### src/rtl/schmitt_trigger_ctrl.sv
// schmitt_trigger_ctrl
//   Sequencing and configuration controller for an 8-bit Schmitt trigger
//   datapath. It owns the trigger thresholds, forwards samples into the
//   trigger, registers the trigger output, and produces edge pulses plus
//   saturating rise/fall event counters.
//
// Handshake rule (both cfg_* and smp_*): a transfer happens on a rising
// clock edge where valid && ready are both high. Valid may be raised or
// dropped at any time. Ready depends only on controller state, never on
// valid.
//
// Ports
//   clk, rst                 single clock, synchronous active-high reset
//   cfg_valid/cfg_hi/cfg_lo  threshold-pair request
//   cfg_ready                controller can accept a pair
//   cfg_err                  one-cycle pulse: last accepted pair rejected
//   smp_valid/smp_data       sample stream
//   smp_ready                controller can accept a sample
//   st_in_val/st_maxi/st_mini  drive the trigger instance
//   st_out                   trigger output
//   level                    registered st_out
//   edge_rise/edge_fall      one-cycle pulses on changes of level
//   rise_cnt/fall_cnt        saturating event counters
//   cnt_clr                  synchronous counter clear
//   state_q (internal)       RUN/APPLY state, visible for checkers

module schmitt_trigger_ctrl #(
    parameter int             W      = 8,
    parameter int             CNT_W  = 16,
    parameter logic [W-1:0]   RST_HI = 8'd12,
    parameter logic [W-1:0]   RST_LO = 8'd6
) (
    input  logic             clk,
    input  logic             rst,
    input  logic             cfg_valid,
    input  logic [W-1:0]     cfg_hi,
    input  logic [W-1:0]     cfg_lo,
    output logic             cfg_ready,
    output logic             cfg_err,
    input  logic             smp_valid,
    input  logic [W-1:0]     smp_data,
    output logic             smp_ready,
    output logic [W-1:0]     st_in_val,
    output logic [W-1:0]     st_maxi,
    output logic [W-1:0]     st_mini,
    input  logic             st_out,
    output logic             level,
    output logic             edge_rise,
    output logic             edge_fall,
    output logic [CNT_W-1:0] rise_cnt,
    output logic [CNT_W-1:0] fall_cnt,
    input  logic             cnt_clr
);

    typedef enum logic {
        ST_RUN   = 1'b0,
        ST_APPLY = 1'b1
    } state_t;

    state_t           state_q, state_d;
    logic             cfg_err_q, cfg_err_d;
    logic [W-1:0]     in_val_q, in_val_d;
    logic [W-1:0]     maxi_q, maxi_d;
    logic [W-1:0]     mini_q, mini_d;
    logic             level_q, level_d;
    logic             edge_rise_q, edge_rise_d;
    logic             edge_fall_q, edge_fall_d;
    logic [CNT_W-1:0] rise_cnt_q, rise_cnt_d;
    logic [CNT_W-1:0] fall_cnt_q, fall_cnt_d;

    logic run;
    logic cfg_acc;
    logic smp_acc;
    logic cfg_ok;

    // Both streams stall during APPLY so no sample meets a half-updated pair.
    assign run     = (state_q == ST_RUN);
    assign cfg_acc = cfg_valid && run;
    assign smp_acc = smp_valid && run;
    assign cfg_ok  = (cfg_lo < cfg_hi);

    always_comb begin
        state_d     = state_q;
        cfg_err_d   = 1'b0;
        in_val_d    = in_val_q;
        maxi_d      = maxi_q;
        mini_d      = mini_q;

        case (state_q)
            ST_RUN: begin
                if (cfg_acc) begin
                    if (cfg_ok) begin
                        maxi_d  = cfg_hi;
                        mini_d  = cfg_lo;
                        state_d = ST_APPLY;
                    end else begin
                        cfg_err_d = 1'b1;
                    end
                end
            end
            ST_APPLY: state_d = ST_RUN;
            default:  state_d = ST_RUN;
        endcase

        // A sample accepted together with a new pair lands on the same edge,
        // so it is first evaluated against the new thresholds.
        if (smp_acc) begin
            in_val_d = smp_data;
        end

        level_d     = st_out;
        edge_rise_d = st_out & ~level_q;
        edge_fall_d = ~st_out & level_q;

        // Clear wins over a same-cycle increment; the pulse itself is unaffected.
        rise_cnt_d = rise_cnt_q;
        fall_cnt_d = fall_cnt_q;
        if (cnt_clr) begin
            rise_cnt_d = '0;
            fall_cnt_d = '0;
        end else begin
            if (edge_rise_q && (rise_cnt_q != {CNT_W{1'b1}})) begin
                rise_cnt_d = rise_cnt_q + CNT_W'(1);
            end
            if (edge_fall_q && (fall_cnt_q != {CNT_W{1'b1}})) begin
                fall_cnt_d = fall_cnt_q + CNT_W'(1);
            end
        end
    end

    always_ff @(posedge clk) begin
        if (rst) begin
            state_q     <= ST_RUN;
            cfg_err_q   <= 1'b0;
            in_val_q    <= '0;
            maxi_q      <= RST_HI;
            mini_q      <= RST_LO;
            level_q     <= 1'b0;
            edge_rise_q <= 1'b0;
            edge_fall_q <= 1'b0;
            rise_cnt_q  <= '0;
            fall_cnt_q  <= '0;
        end else begin
            state_q     <= state_d;
            cfg_err_q   <= cfg_err_d;
            in_val_q    <= in_val_d;
            maxi_q      <= maxi_d;
            mini_q      <= mini_d;
            level_q     <= level_d;
            edge_rise_q <= edge_rise_d;
            edge_fall_q <= edge_fall_d;
            rise_cnt_q  <= rise_cnt_d;
            fall_cnt_q  <= fall_cnt_d;
        end
    end

    assign cfg_ready = run;
    assign smp_ready = run;
    assign cfg_err   = cfg_err_q;
    assign st_in_val = in_val_q;
    assign st_maxi   = maxi_q;
    assign st_mini   = mini_q;
    assign level     = level_q;
    assign edge_rise = edge_rise_q;
    assign edge_fall = edge_fall_q;
    assign rise_cnt  = rise_cnt_q;
    assign fall_cnt  = fall_cnt_q;

endmodule

### config.mk
export PLATFORM = sky130hd
export DESIGN_NAME = schmitt_trigger_ctrl
export DESIGN_NICKNAME = d
export VERILOG_FILES = /design/src/rtl/schmitt_trigger_ctrl.sv
export SDC_FILE = /design/constraint.sdc
export NUM_CORES = 1
export LEC_CHECK = 0
export CAP_MARGIN = 20
export CORE_MARGIN = 5
export CORE_UTILIZATION = 47
export CTS_CLUSTER_DIAMETER = 50
export DETAILED_ROUTE_END_ITERATION = 7
export GPL_TIMING_DRIVEN = 1
export MAX_ROUTING_LAYER = met4
export PLACE_DENSITY = 0.85
export SYNTH_ARGS = -nofsm -noshare
export SYNTH_HDL_FRONTEND = slang
export SYNTH_SLANG_ARGS = --single-unit
export TNS_END_PERCENT = 1
### constraint.sdc
create_clock -name clk -period 2.3 [get_ports clk]
set_input_delay 0.46 -clock clk [delete_from_list [all_inputs] [get_ports clk]]
set_output_delay 0.46 -clock clk [all_outputs]
set_load 0.01 [all_outputs]
Word-level counts from Yosys, hierarchy flattened

Cells that the tools add are included.

Flip-flop bits (word level): 61
Latch bits: 0
RAM bits: 0
Memory bits (read-only): 0
Input port bits: 30
Output and inout port bits: 62
Logic and storage cells: 32
Memories: 0

Add/subtract/negate cells: 2
Multiply operators: 0
Div/mod/pow operators: 0
Order comparisons: 1
Equal/unequal tests: 2
Shifts and indexed selects: 0
Muxes and demuxes: 4
Bitwise gates (word level): 6
Reduce and logical (&&, ||, !) cells: 7

Operator list:

| operator                | number |
|---|---|
| $add A16 B1 Y16 const B | 2 |
| $ne A16 B16 Y1 const B  | 2 |
| $lt A8 B8 Y1            | 1 |
| $logic_and A1 B1 Y1     | 4 |
| $not A1 Y1              | 4 |
| $mux W1                 | 3 |
| $reduce_and A3 Y1       | 1 |
| $reduce_or A3 Y1        | 1 |
| $and A1 B1 Y1           | 2 |
| $pmux W1 S2             | 1 |
| $reduce_or A2 Y1        | 1 |

Logic depth before layout (Yosys ltp)

Depth after elaboration: 4
Gate-level depth with buffers: 7
Mapped depth without buffers: 6

Worst setup path before layout

Ideal clock, no wire load.

Kind: input port to flip-flop
From: input cfg_hi[2]
To: register maxi_q[0], in the netlist st_maxi[0]
Setup time: 72 ps
Data arrival time: 1938 ps
Data required time: 2228 ps
Setup slack: 290 ps
Cell stages on the path: 7
Buffers on the path: 1
Path through: inv_1 ha_1 a211oi_1 o21ai_0 a21oi_2 buf_4 mux2i_1

Word-level cells in the longest chain between the ends: 2

RTL lines:

| element                     | RTL line | RTL |
|---|---|---|
| from (decl)                 | 36       | `input logic [W-1:0] cfg_hi,` |
| $lt A8 B8 Y1                | 80       | `assign cfg_ok = (cfg_lo < cfg_hi);` |
| $reduce_and A3 Y1 (no line) | -        |  |
| to (signal assigned)        | 147      | `maxi_q <= maxi_d;` |
| to (decl)                   | 63       | `logic [W-1:0] maxi_q, maxi_d;` |

No other way between the ends.
A chain may end at the register's enable or synchronous reset.

Final worst setup path

Ends and elaborated chain as after synthesis.

==> impl_summary.txt <==
----------------------------------------------------
[Logic synthesis]
  Mapped cell area ... 3020 um^2
  Mean cell area of the mapped netlist ... 8.82 um^2
  Gate Count Post-Synth ... about 340
  Post-synthesis sequential element count ... 61
  Async SR Flop Fraction ... 0%
  Part of the Yosys area used for sequential elements ... 40.5%
  Count of flip-flops with a built-in enable after synthesis ... 0
  Synth Flop Type ... dfxtp_1
  Yosys Warn Count ... 0
  Post-synth cell types ... 43
  Post-synth net total ... 381

[Timing]
  Share of the clock period used by the worst path after layout ... 88.2%
  Worst rel slew slack ... between 50% and 60%
  Fmax ... between 400 and 500 MHz
  Minimum period implied by the final worst setup slack ... 2.03 ns
  Count of endpoints failing hold in the final timing report ... 0
  Worst Setup Slack, final ... around 0.27 ns
  Max Slew Vio Count ... 0
  Transition time at the pin with the least slew margin ... roughly 0.61 ns
  Unrepaired setup endpoints after global routing ... false
  TNS Setup ... 0 ns
  Worst clock skew ... 0.00861 ns
  Final setup violation count ... 0

[Clocking]
  CTS HTree Levels ... 3
  Number of instances resized during post-cts repair ... 0
  Hold buffer count at CTS ... 0
  Clk Latency, worst-skew pair ... roughly 0.33 ns
  TritonCTS Sinks ... about 60
  Reg clk slew, reported paths ... around 0.07 ns
  CTS tree ... built
  Number of setup buffers added after CTS ... 0
  CTS max path bufs ... 2
  Num CTS Buffers ... 9
  Root buf cell ... clkbuf_8

[Pwr]
  NetSw ... 0.562 mW
  Peak VDD IR ... 0.000450 V
  Power density over the cells ... 552 nW/um^2
  Share of power burned in registers ... between 40% and 50%
  Clock network fraction of total power ... 38.7%
  Leakage power of the design ... around 1.5 nW
  Switching part of the total power ... 24.2%
  Combinational Power Share ... 13.1%
  Int Pwr ... 1.76 mW

[GRT]
  Met2 track demand over resource in global routing ... between 20 and 30%
  Vias in the first global route ... about 2.8k
  All-layer global routing usage ... 18.8%
  Fraction of met1 tracks used by global routing ... 23.1%
  Global-route wire length before repair ... between 10 and 15 mm
  Largest net degree at the start of global routing ... 50
  Grt peak-use layer ... met2
  GR Overflow Total ... 0
  Met3 capacity usage during global routing ... 5.18%
  Initial antenna violation count ... 0

[Outcome]
  Outcome ... completed

[Cells and area]
  Layout cells sized above 1 ... 6.80%
  Design area ... 4200 um^2
  Highest-count cells in the layout ignoring fill and taps ... 91 x clkdlybuf4s50_1, 61 x dfxtp_1, 30 x mux2i_1, 26 x nand2_1
  Most common cell after layout, fill and taps aside ... clkdlybuf4s50_1
  P&R area growth vs syn ... 39.2%
  Inserted Diodes ... 0
  Number of non-filler instances in the completed layout ... 518
  Number of nets at the end of the flow ... 476

[Detailed routing]
  Overall via count from detail_route ... 2902
  Average detailed-routed wire length per instance ... ~15 um
  Average vias per placed instance ... 5.60
  Number of DRC violations after detailed routing ... 0
  Pre-antenna DRT Iters ... 4
  Drt first-iter violations ... 139
  Total wirelength of the detailed-routed design ... between 7 and 8 mm
  Detail Route Antenna Nets ... 0

[Floorplanning]
  Die height ... 90.1 um
  Die Area ... 8120 um^2
  Chip width ... between 90 and 100 um
  Initial cell density of the core ... 47.8%
  Number of top-level pins ... 92
  Row count ... 29
  Area of the core ... 6310 um^2

[Placed design]
  RD Place Congestion ... 0.854
  Area of placed instances ... between 4000 and 5000 um^2
  Post-detail-place hpwl ... 5.52 mm
  PortBufs ... between 90 and 100
  Post-Place Cells ... between 500 and 600
  Pre-CTS WS ... -0.0774 ns

[Flow run]
  Number of maximum-capacitance violations ... 0

[Worst setup path]
  Maximum fanout count along the critical path ... 10
  Data arrival time of the critical path ... 2.29 ns
  Type of origin of the critical path ... input pin
  Kind of end point of the critical path ... flop
  Required time at the worst-slack endpoint ... 2.56 ns
  Startpoint-to-endpoint class of the critical path ... in -> reg

[Min path]
  Path type of the worst min-delay path ... reg -> reg

----------------------------------------------------
-- power by group through the flow --
stage                     Sequential (mW)  Clock [mW]  Combinational, mW
after floorplan                      1.15           0              0.128
after global placement               1.14           0              0.300
after global routing                 1.12       0.973              0.333
after CTS                            1.12       0.916              0.308
after detailed placement             1.14           0              0.306
final                                1.12       0.897              0.304
-- flip-flops by register name (all words and copies together), names as in the netlist --
register   cells
fall_cnt      16
rise_cnt      16
st_in_val      8
st_maxi        8
st_mini        8
cfg_err        1
edge_fall      1
edge_rise      1
level          1
state_q        1
-- cell families after synthesis --
group                    count (synthesis)  share of synthesized area (%)
multiplexers                            30                           9.95
AO/OA/AOI/OAI                           63                           13.2
flip-flops                              61                           40.5
adder cells (fa/ha/maj)                  9                           3.73
buffers and inverters                   30                           4.31
AND/OR/NAND/NOR                        149                           28.3
-- path summary, 6_finish.rpt --
| check | to | slack (ns) | from | cells after the start |
|---|---|---|---|---|
| hold reg to reg | edge_rise | 0.45 | level | 1 |
| setup / recovery | st_maxi[0] | 0.27 | cfg_hi[2] | 8 |
| hold / removal | edge_rise | 0.45 | level | 1 |
| setup reg to reg | fall_cnt[11] | 0.41 | fall_cnt[2] | 4 |
-- layer usage --
layer	vias up	share of wire (%)
met5	-	0
met1	1360	46
met2	88	47
li1	1444	-
met4	0	1.3
met3	10	6.3
-- cells in the mapped netlist, drive strengths merged (3+ instances only) --
library cell  count  area (um^2)
dfxtp            61         1220
mux2i            30          300
nand2            26         97.6
a21oi            25          129
nand2b           24          150
nor2             21         78.8
clkbuf           14         55.1
nand3            14         70.1
inv              13         48.8
nand4            13          103
o21ai            11         55.1
o31ai            11         82.6
or3              11         68.8
ha                9          113
or4               8         60.1
nor3              7         35.0
nor4              7         50.1
and4              5         43.8
nor2b             5         31.3
a211oi            3         22.5
buf               3         26.3
-- critical path: stages --
cell and delay, ns:
clkdlybuf4s50_1 0.48, inv_1 0.05, ha_1 0.30, a211oi_1 0.22, o21ai_0 0.16, a21oi_2 0.18
buf_4 0.23, mux2i_1 0.21
-- layout make-up --
| type | instances | area [um^2] |
|---|---|---|
| Clock buffer | 10 | 128 |
| Clock inverter | 5 | 52.6 |
| Fill cell | 513 | 2120 |
| Inverter | 13 | 48.8 |
| Multi-Input combinational cell | 251 | 1670 |
| Sequential cell | 61 | 1220 |
| Tap cell | 77 | 96.3 |
| Timing Repair Buffer | 101 | 986 |
-- metrics by stage --
| step | hold WS, ns | utilization, % | power, mW |
|---|---|---|---|
| floorplan | 0.457 | - | 1.28 |
| global placement | 0.430 | 63.6 | 1.44 |
| detailed placement | 0.438 | 63.6 | 1.44 |
| CTS | 0.457 | 66.5 | 2.34 |
| global route | 0.488 | 66.5 | 2.43 |
| finish | 0.447 | 66.5 | 2.32 |
(Power assumes the default switching activity.)
